### src/rtl/conv_layer_sched.sv
// -----------------------------------------------------------------------------
// conv_layer_sched
//
// Layer-level sequencer between the host CSR side and instgen. The host queues
// packed conv-layer descriptors; after start, each descriptor is popped, handed
// to instgen over a valid/ready handshake, and the next one is issued only
// after instgen reports compute_done. A descriptor with its chain bit set takes
// its input buffer and geometry from the previous layer's output, so a
// multi-layer network runs without host involvement between layers.
//
// Ports
//   clk, rst          clock, synchronous active-high reset
//   desc_in           packed descriptor to enqueue
//   push_valid        enqueue request; push_ready = FIFO not full
//   start             one-cycle pulse, begins a run when idle
//   abort             one-cycle pulse, flushes the queue and ends the run
//   cmd_desc          descriptor presented to instgen (held between fetches)
//   csrcmd_valid      command valid to instgen; instgen_ready accepts it
//   compute_done      instgen layer-complete pulse
//   busy              sequencer not idle
//   sched_done        one-cycle pulse at the end of a run
//   aborted           sticky, last run was terminated by abort
//   overflow          sticky, a push arrived while the FIFO was full
//   layers_done       layers completed in the current/last run (saturating)
//   fifo_count        FIFO occupancy
//
// Descriptor layout
//   [31:0] feature_baseaddr  [63:32] kernel_baseaddr  [95:64] output_baseaddr
//   [127:96] feature_width   [159:128] feature_height
//   [191:160] feature_chin   [223:192] feature_chout
//   [255:224] output_width   [287:256] output_height
//   [295:288] kernel_sizeh   [303:296] kernel_sizew   [311:304] stride
//   [312] has_bias           [313] has_relu           [314] chain
//
// State table
//   state    | meaning
//   ---------+-------------------------------------------------------------
//   S_IDLE   | waiting for start; queue may be filled by the host
//   S_FETCH  | pop queue head into cmd_desc, applying chain substitution
//   S_ISSUE  | csrcmd_valid high until instgen_ready completes handshake
//   S_RUN    | instgen computing; wait for compute_done
//   S_FINISH | sched_done pulse, then back to idle
// -----------------------------------------------------------------------------
module conv_layer_sched #(
    parameter int DEPTH  = 8,
    parameter int DESC_W = 315
) (
    input  logic                   clk,
    input  logic                   rst,
    input  logic [DESC_W-1:0]      desc_in,
    input  logic                   push_valid,
    output logic                   push_ready,
    input  logic                   start,
    input  logic                   abort,
    output logic [DESC_W-1:0]      cmd_desc,
    output logic                   csrcmd_valid,
    input  logic                   instgen_ready,
    input  logic                   compute_done,
    output logic                   busy,
    output logic                   sched_done,
    output logic                   aborted,
    output logic                   overflow,
    output logic [15:0]            layers_done,
    output logic [$clog2(DEPTH):0] fifo_count
);

    localparam int AW = $clog2(DEPTH);
    localparam int CW = AW + 1;

    // Field positions inside the packed descriptor.
    localparam int F_FBASE_LO  = 0;
    localparam int F_OBASE_LO  = 64;
    localparam int F_FWIDTH_LO = 96;
    localparam int F_FHEIGH_LO = 128;
    localparam int F_FCHIN_LO  = 160;
    localparam int F_FCHOUT_LO = 192;
    localparam int F_OWIDTH_LO = 224;
    localparam int F_OHEIGH_LO = 256;
    localparam int F_CHAIN     = 314;

    typedef enum logic [2:0] {
        S_IDLE,
        S_FETCH,
        S_ISSUE,
        S_RUN,
        S_FINISH
    } state_t;

    state_t state;

    // Descriptor FIFO
    logic [DESC_W-1:0] mem [DEPTH];
    logic [AW-1:0]     wr_ptr;
    logic [AW-1:0]     rd_ptr;
    logic [CW-1:0]     count;
    logic              full;
    logic              empty;
    logic              push_req;
    logic              pop_req;

    // Previous-layer output geometry, used by chained descriptors
    logic [31:0]       prev_obase;
    logic [31:0]       prev_owidth;
    logic [31:0]       prev_oheight;
    logic [31:0]       prev_chout;
    logic              prev_valid;

    // Abort seen during RUN; the layer in flight must still drain
    logic              abort_pend;

    logic [DESC_W-1:0] head_desc;
    logic [DESC_W-1:0] fetch_desc;

    assign full       = (count == CW'(DEPTH));
    assign empty      = (count == '0);
    assign push_ready = !full;
    assign fifo_count = count;
    assign busy       = (state != S_IDLE);

    // Abort flushes the queue, so neither a push nor the FETCH pop may land
    // in the same cycle.
    assign push_req = push_valid && !full && !abort;
    assign pop_req  = (state == S_FETCH) && !abort;

    assign head_desc = mem[rd_ptr];

    always_comb begin
        fetch_desc = head_desc;
        if (head_desc[F_CHAIN] && prev_valid) begin
            fetch_desc[F_FBASE_LO  +: 32] = prev_obase;
            fetch_desc[F_FWIDTH_LO +: 32] = prev_owidth;
            fetch_desc[F_FHEIGH_LO +: 32] = prev_oheight;
            fetch_desc[F_FCHIN_LO  +: 32] = prev_chout;
        end
    end

    // Storage array needs no reset: occupancy is tracked by count/pointers.
    always_ff @(posedge clk) begin
        if (push_req) begin
            mem[wr_ptr] <= desc_in;
        end
    end

    always_ff @(posedge clk) begin
        if (rst) begin
            state        <= S_IDLE;
            wr_ptr       <= '0;
            rd_ptr       <= '0;
            count        <= '0;
            cmd_desc     <= '0;
            csrcmd_valid <= 1'b0;
            sched_done   <= 1'b0;
            aborted      <= 1'b0;
            overflow     <= 1'b0;
            layers_done  <= '0;
            prev_obase   <= '0;
            prev_owidth  <= '0;
            prev_oheight <= '0;
            prev_chout   <= '0;
            prev_valid   <= 1'b0;
            abort_pend   <= 1'b0;
        end else begin
            sched_done <= 1'b0;

            if (abort) begin
                wr_ptr <= '0;
                rd_ptr <= '0;
                count  <= '0;
            end else begin
                if (push_req) begin
                    wr_ptr <= wr_ptr + AW'(1);
                end
                if (pop_req) begin
                    rd_ptr <= rd_ptr + AW'(1);
                end
                case ({push_req, pop_req})
                    2'b10:   count <= count + CW'(1);
                    2'b01:   count <= count - CW'(1);
                    default: count <= count;
                endcase
            end

            case (state)
                S_IDLE: begin
                    if (start) begin
                        layers_done <= '0;
                        aborted     <= 1'b0;
                        overflow    <= 1'b0;
                        prev_valid  <= 1'b0;
                        abort_pend  <= 1'b0;
                        if (!empty && !abort) begin
                            state <= S_FETCH;
                        end else begin
                            state      <= S_FINISH;
                            sched_done <= 1'b1;
                        end
                    end
                end

                S_FETCH: begin
                    if (abort) begin
                        state      <= S_FINISH;
                        sched_done <= 1'b1;
                    end else begin
                        cmd_desc     <= fetch_desc;
                        csrcmd_valid <= 1'b1;
                        state        <= S_ISSUE;
                    end
                end

                S_ISSUE: begin
                    // Abort withdraws the command even if ready is also high.
                    if (abort) begin
                        csrcmd_valid <= 1'b0;
                        state        <= S_FINISH;
                        sched_done   <= 1'b1;
                    end else if (instgen_ready) begin
                        csrcmd_valid <= 1'b0;
                        state        <= S_RUN;
                    end
                end

                S_RUN: begin
                    if (abort) begin
                        abort_pend <= 1'b1;
                    end
                    if (compute_done) begin
                        if (layers_done != 16'hFFFF) begin
                            layers_done <= layers_done + 16'd1;
                        end
                        prev_obase   <= cmd_desc[F_OBASE_LO  +: 32];
                        prev_owidth  <= cmd_desc[F_OWIDTH_LO +: 32];
                        prev_oheight <= cmd_desc[F_OHEIGH_LO +: 32];
                        prev_chout   <= cmd_desc[F_FCHOUT_LO +: 32];
                        prev_valid   <= 1'b1;
                        if (abort || abort_pend || empty) begin
                            state      <= S_FINISH;
                            sched_done <= 1'b1;
                        end else begin
                            state <= S_FETCH;
                        end
                    end
                end

                S_FINISH: begin
                    abort_pend <= 1'b0;
                    state      <= S_IDLE;
                end

                default: begin
                    state <= S_IDLE;
                end
            endcase

            // Placed after the start handling so a concurrent drop still
            // records the overflow.
            if (push_valid && full) begin
                overflow <= 1'b1;
            end

            if (abort && (state != S_IDLE)) begin
                aborted <= 1'b1;
            end
        end
    end

endmodule

### config.mk
export PLATFORM = sky130hd
export DESIGN_NAME = conv_layer_sched
export DESIGN_NICKNAME = d
export VERILOG_FILES = /design/src/rtl/conv_layer_sched.sv
export SDC_FILE = /design/constraint.sdc
export NUM_CORES = 2
export LEC_CHECK = 0
export BUFFER_PORTS_ARGS = -buffer_cell sky130_fd_sc_hd__buf_4
export CAP_MARGIN = 30
export CORE_ASPECT_RATIO = 0.9
export CORE_MARGIN = 2
export CORE_UTILIZATION = 30
export CTS_CLUSTER_SIZE = 30
export DETAILED_ROUTE_END_ITERATION = 12
export GPL_TIMING_DRIVEN = 0
export PLACE_DENSITY_LB_ADDON = 0.25
export SKIP_LAST_GASP = 1
export SLEW_MARGIN = 20
export SYNTH_ARGS = -nofsm -noshare
export SYNTH_HDL_FRONTEND = slang
export SYNTH_SLANG_ARGS = --single-unit
export TNS_END_PERCENT = 5
### constraint.sdc
create_clock -name clk -period 24.8 [get_ports clk]
set_input_delay 2.48 -clock clk [delete_from_list [all_inputs] [get_ports clk]]
set_output_delay 2.48 -clock clk [all_outputs]
set_load 0.005 [all_outputs]
-- After elaboration in Yosys (flattened, before gate mapping)
Memories as Yosys holds them, arrays and structs flattened. A register that Yosys moved wholly into a read port is not among the register bits.
Index checks and enable logic that the tools add are counted.
- bits in registers: 478
- bits in latches: 0
- RAM bits: 2520
- memory bits (read-only): 0
- input bits: 322
- word-level logic and storage cells: 108
- memories: 1
- memory list (memory ; words ; width ; read ports ; clocked after Yosys merged registers in ; wr ports ; line ; RTL):
    mem ; 8 ; 315 ; 1 ; 1 ; 1 ; 92 ; logic [DESC_W-1:0] mem [DEPTH];
- add/sub/neg operators: 5
- $mul: 0
- div/mod/pow operators: 0
- order comparisons: 0
- eq/ne operators: 14
- shift-type cells: 0
- multiplexer cells: 37
- bitwise gates (word level): 1
- reduce and logical (&&, ||, !) cells: 34
- operator list (operator ; number):
    $mux 96 ; 1
    $mux 16 ; 3
    $mux 32 ; 1
    $pmux 16 s2 ; 1
    $mux 3 ; 9
    $add 16x1->16 const B ; 1
    $mux 1 ; 16
    $ne 16x16->1 const B ; 1
    $reduce_bool 2->1 ; 7
    $pmux 3 s4 ; 1
    $reduce_and 3->1 ; 4
    $ne 2x2->1 const B ; 5
    $pmux 4 s2 ; 1
    $reduce_and 2->1 ; 4
    $logic_and 1x1->1 ; 7
    $add 3x1->3 const B ; 2
    $eq 3x2->1 const B ; 2
    $pmux 1 s3 ; 2
    $reduce_bool 3->1 ; 2
    $add 4x1->4 const B ; 1
    $eq 4x4->1 const B ; 1
    $logic_not 4->1 ; 1
    $pmux 1 s2 ; 2
    $reduce_and 4->1 ; 1
    other kinds (11) ; 15

-- Logic depth before layout (Yosys ltp)
- depth in word-level cells: 6
- gate-level depth with buffers: 11
- mapped depth without buffers: 10

-- Worst setup path before layout
Ideal clock, no wire load.
- path type: input -> register
- from: in abort
- to: mem mem[0][0] (enable)
- library setup time: 1.378 ns
- arrival: 24.332 ns
- data required time: 23.422 ns
- path slack: -0.910 ns
- cell stages on the path: 4
- path buffers: 1
- path through: clkbuf_1 -> nor3_1 -> nand2b_1 -> nor3_1
- longest elaborated chain between the ends: 4
- ends and longest elaborated chain (item ; line ; RTL):
    start, declared ; 54 ; input logic abort,
    $logic_not 1->1 ; 122 ; assign push_req = push_valid && !full && !abort;
    $logic_and 1x1->1 ; 122 ;
    $mux 1 ; 139 ; if (push_req) begin
    $mux 1 (not written as such) ; 140 ; mem[wr_ptr] <= desc_in;
    end, declared ; 92 ;
No other way between the ends.

-- Worst setup path in the final report
- from: in abort
- to: mem mem[1][38] (enable)
The elaborated chain is that of the path after synthesis.

==> run summary <==
The final RePlAce weighted congestion is 0.886. Along the worst path, the maximum fanout reaches 10. The multi-input combinational cells in the finished layout cover a total of 25,300 um2. The fraction of registers with async set or reset after synthesis was 0; the count of synthesis-stage warnings from yosys was 0. Based on the critical path, the design can be clocked at up to 152 MHz. The wire-length estimate of the detail-placed layout is 286,000 um. Each instance of the synthesized netlist takes up on average 19.1 um2. After technology mapping, the gate count stands at 5,899. At the pin with the least slew margin, the transition time is 1.03 ns.

Tightest slew margin relative to the limit: 0.311. Yosys mapped a number of flops with a built-in enable equal to 2,520. Setup repair after global routing left no endpoint under its margin. The tools report the combined global-route utilization of all metal layers as 0.197. The logs give 18.21 ns for the setup slack after layout and 0.301 for the initial core utilization.

TritonCTS built the clock tree. The run finished with clean final reports. Type of origin of the critical path: an input port. The tools report the register area share after synthesis as 0.759.

Overall power after layout: 10.7 mW. In this run the post-CTS setup repair buffer count came out at 0. The number of global-route vias before repair is 61,556, and the maximum resistive drop on vdd is 0.0000515 V. The setup total negative slack came out at 0 ns. The depth of the worst register-to-register path was 19.

The logs give 34,545 for the number of fill cells and 6,226 for the net count after synthesis. The run gives 0 as the max-capacitance violation count. In the final design database the tool counted 7,464 nets. Portion of the clock cycle consumed by the worst path in the final layout: 0.266.

In the routed layout, each cell is associated on average with a via count of 5.02. No sink is reached through more buffers than the 4 on the longest clock path. During placement, the flow inserted port buffers numbering 661.

The tools report the worst reg2reg path endpoint as mem[1][38]$_DFFE_PP_. Most frequently used flop master after synthesis: sky130_fd_sc_hd__edfxtp_1. The chip width is 649 um, and the area growth from synthesis to final layout is 23.8%.

The tools report the arrival time of the worst setup path as 7.16 ns. Across all layers, the routed design uses 62,182 vias. The tools report the first-pass iteration count of the detailed router as 10. STA classifies the critical path endpoint as a flop. In this design, the stage delay of the slowest critical-path cell is 0.67 ns.

By instance count, the leading cell after synthesis is sky130_fd_sc_hd__edfxtp_1. Across all register-to-register paths, the minimum setup slack is 19.40 ns. The clock tree synthesis step divided the H-tree into 5 levels.

For the number of nets with antenna violations after routing, the log shows 0. The cell area after technology mapping was 112,000 um2. The adder-cell share of the synthesized area works out to 0.000556. After global routing the overflow that remains totals 0. Once placement finished, the instance area stood at 128,000 um2.

The run gives 11,746 as the cell count after placement. The multiplexer area fraction after synthesis is 0.152, and the number of buffers created by CTS is 330. The area fraction of the dominant cell type after synthesis is 0.673, and the I/O pin count is 663.

After floorplanning, the core was sized to cover 374,000 um2. Dividing total power by cell area gives a power density of 76.9 nW/um2. The proportion of layout cells with a drive suffix above 1 was 0.306; the post-route non-filler standard cell count was 12,399.

Counting stages on the worst path, the most repeated cell is sky130_fd_sc_hd__buf_4. Synthesized flop and latch total: 3,001. The type of the worst min-delay path was reg2reg. The tools report the required time of the critical path as 25.37 ns. By area the synthesized netlist is led by sky130_fd_sc_hd__edfxtp_1, sky130_fd_sc_hd__mux4_2, sky130_fd_sc_hd__dfxtp_1. The tree is rooted in a sky130_fd_sc_hd__clkbuf_16. Clock input transition at the sequential cells of the worst setup and hold paths: 0.06 ns.

The tools report the start point of the worst min-delay path as prev_oheight[22]$_SDFFE_PP0P_. The dominant combinational cell family by area after synthesis was multiplexers. The tools report the static leakage as 44.1 nW. Latest clock arrival within the worst-skew pair: 0.94 ns. Counting every sink on the clock net gives 3,001. From bottom edge to top edge, the die measures 585 um. The fraction of the core area covered by cells at the end of the flow was 0.373; the simple-gate share of the synthesized area was 0.0296.

Area share of xor/xnor cells in the synthesized design: 0.00125. The number of hold buffers added after CTS was 0. Prior to clock tree synthesis, the placed netlist has a worst setup slack of 17.27 ns.

The die covers 380,000 um2. The most area-hungry cell type in the Yosys netlist was sky130_fd_sc_hd__edfxtp_1. The max-slew violation count was 0. The area fraction in compound gates after synthesis was 0.0411. The tools report the hold-critical path endpoint as prev_oheight[22]$_SDFFE_PP0P_. The startpoint identified for the worst register-to-register timing path is fifo_count[1]$_SDFFE_PP0P_. Among all stages on the critical path, the largest delay is contributed by sky130_fd_sc_hd__nor3_2. In the routed design, unresolved DRC markers number 0. The first global-routing pass estimated 517,000 um of wire.

The time the worst path needs with I/O delays and setup is 6.59 ns, and the number of hold-slack violations in the final timing report is 0. The tools report the worst setup skew after layout as 0.0775 ns. By count the netlist is led by sky130_fd_sc_hd__edfxtp_1, sky130_fd_sc_hd__dfxtp_1, sky130_fd_sc_hd__mux4_2, sky130_fd_sc_hd__nor2_1, sky130_fd_sc_hd__nand2_1. Synthesis instantiated 59 different standard cells from the library. The total setup violations reported at the end of the flow is 0. After clock tree synthesis, the repair step resized 0 gates. The number of antenna violations at the first check in global routing is 109, and the final design area excluding fillers is 139,000 um2. The hold slack came out at 0.458 ns.

Entering global routing, the biggest net connects 20 pins. For this block, the routed nets add up to 385,000 um of wire. The area taken by flip-flops and latches is 85,300 um2. The first routing iteration left 6,018 violations. Along the worst hold path, the cell count comes to 2.

The initialized floorplan defines 213 standard-cell rows. The critical path is of the in2reg type. After detailed routing, the average wire length per cell comes to 31.0 um. The signal on the critical path passes through buf_4 -> clkbuf_1 -> nor3_1 -> nand2_1 -> nor3_2 -> buf_4 -> buf_6 -> buf_6 -> buf_6 -> buf_4 -> buf_6 -> buf_4 -> buf_4 -> buf_4 -> buf_6 -> buf_4 -> buf_4 -> buf_4 -> buf_4.
## state kept, by name (all words and copies together) (netlist names), 3 cells and up, named ones only
| name | count |
|---|---|
| cmd_desc | 315 |
| fifo_count | 4 |
| layers_done | 16 |
| mem | 2520 |
| prev_chout | 32 |
| prev_obase | 32 |
| prev_oheight | 32 |
| prev_owidth | 32 |
| rd_ptr | 3 |
| state | 3 |
| wr_ptr | 3 |
## how the worst max path moves through the flow
stage	startpoint	endpoint	slack, ns	cells after the start
2_1_floorplan	abort	mem[1][0]$_DFFE_PP_	-0.91	4
3_3_place_gp	abort	mem[1][38]$_DFFE_PP_	-29.31	5
3_5_place_dp	abort	mem[1][38]$_DFFE_PP_	17.27	19
4_1_cts	abort	mem[1][36]$_DFFE_PP_	18.24	19
5_1_grt	abort	mem[1][38]$_DFFE_PP_	17.93	19
6_report	abort	mem[1][38]$_DFFE_PP_	18.21	19
## logic make-up after synthesis
group	count (synthesis)
muxes	1006
xor gates and xnor gates	16
buffers and inverters	385
and+or+nand+nor	806
AOI/OAI and AO/OA	680
adders and majority gates	5
DFF	3001
## worst max-delay path, delay by kind of cell
family | cells | cell delay (ns)
buffers and inverters | 16 | 3.10
and+or+nand+nor | 3 | 1.52
## power by group
part           leakage [nW]  total [mW]  internal (mW)  switching [mW]
clock                  5.33        4.96           2.89            2.07
combinational          12.2       0.239         0.0939           0.145
sequential             26.6        5.51           5.50          0.0113
## layer usage
metal  track usage  routed length, um  part of all wire
met1         0.245             153000              0.40
met2         0.324             184000              0.48
met3        0.0309              21300             0.055
met4         0.121              26000             0.068
met5             0                281           0.00073
## layout by cell type, fill, tap and decap left out, types with 31 or more instances in the layout
master                      count
sky130_fd_sc_hd__a211oi_1     137
sky130_fd_sc_hd__a21oi_1      216
sky130_fd_sc_hd__a222oi_1     111
sky130_fd_sc_hd__buf_1         31
sky130_fd_sc_hd__buf_12        65
sky130_fd_sc_hd__buf_16        72
sky130_fd_sc_hd__buf_2         77
sky130_fd_sc_hd__buf_4        741
sky130_fd_sc_hd__buf_6         42
sky130_fd_sc_hd__buf_8         49
sky130_fd_sc_hd__clkbuf_1     271
sky130_fd_sc_hd__clkbuf_16    333
sky130_fd_sc_hd__clkbuf_8      37
sky130_fd_sc_hd__clkinv_1      36
sky130_fd_sc_hd__clkinv_2      47
sky130_fd_sc_hd__dfxtp_1      481
sky130_fd_sc_hd__diode_2       38
sky130_fd_sc_hd__edfxtp_1    2520
sky130_fd_sc_hd__mux2_2       242
sky130_fd_sc_hd__mux2i_1      247
sky130_fd_sc_hd__mux4_1        60
sky130_fd_sc_hd__mux4_2       456
sky130_fd_sc_hd__nand2_1      296
sky130_fd_sc_hd__nor2_1       337
sky130_fd_sc_hd__nor3_1       119
sky130_fd_sc_hd__o21ai_0       65
sky130_fd_sc_hd__o21bai_1      56
sky130_fd_sc_hd__o22ai_1       59
## final cells by class
class,instances,area share
diodes,38,0.000683
plain buffers,374,0.0136
clock buffers,451,0.0657
clock inverters,160,0.0133
inverters,11,0.000297
multi-input cells,2513,0.181
flip-flops and latches,3001,0.613
well taps,4945,0.0444
repair buffers,906,0.0678
No activity file was read; power rests on OpenSTA's default activity.
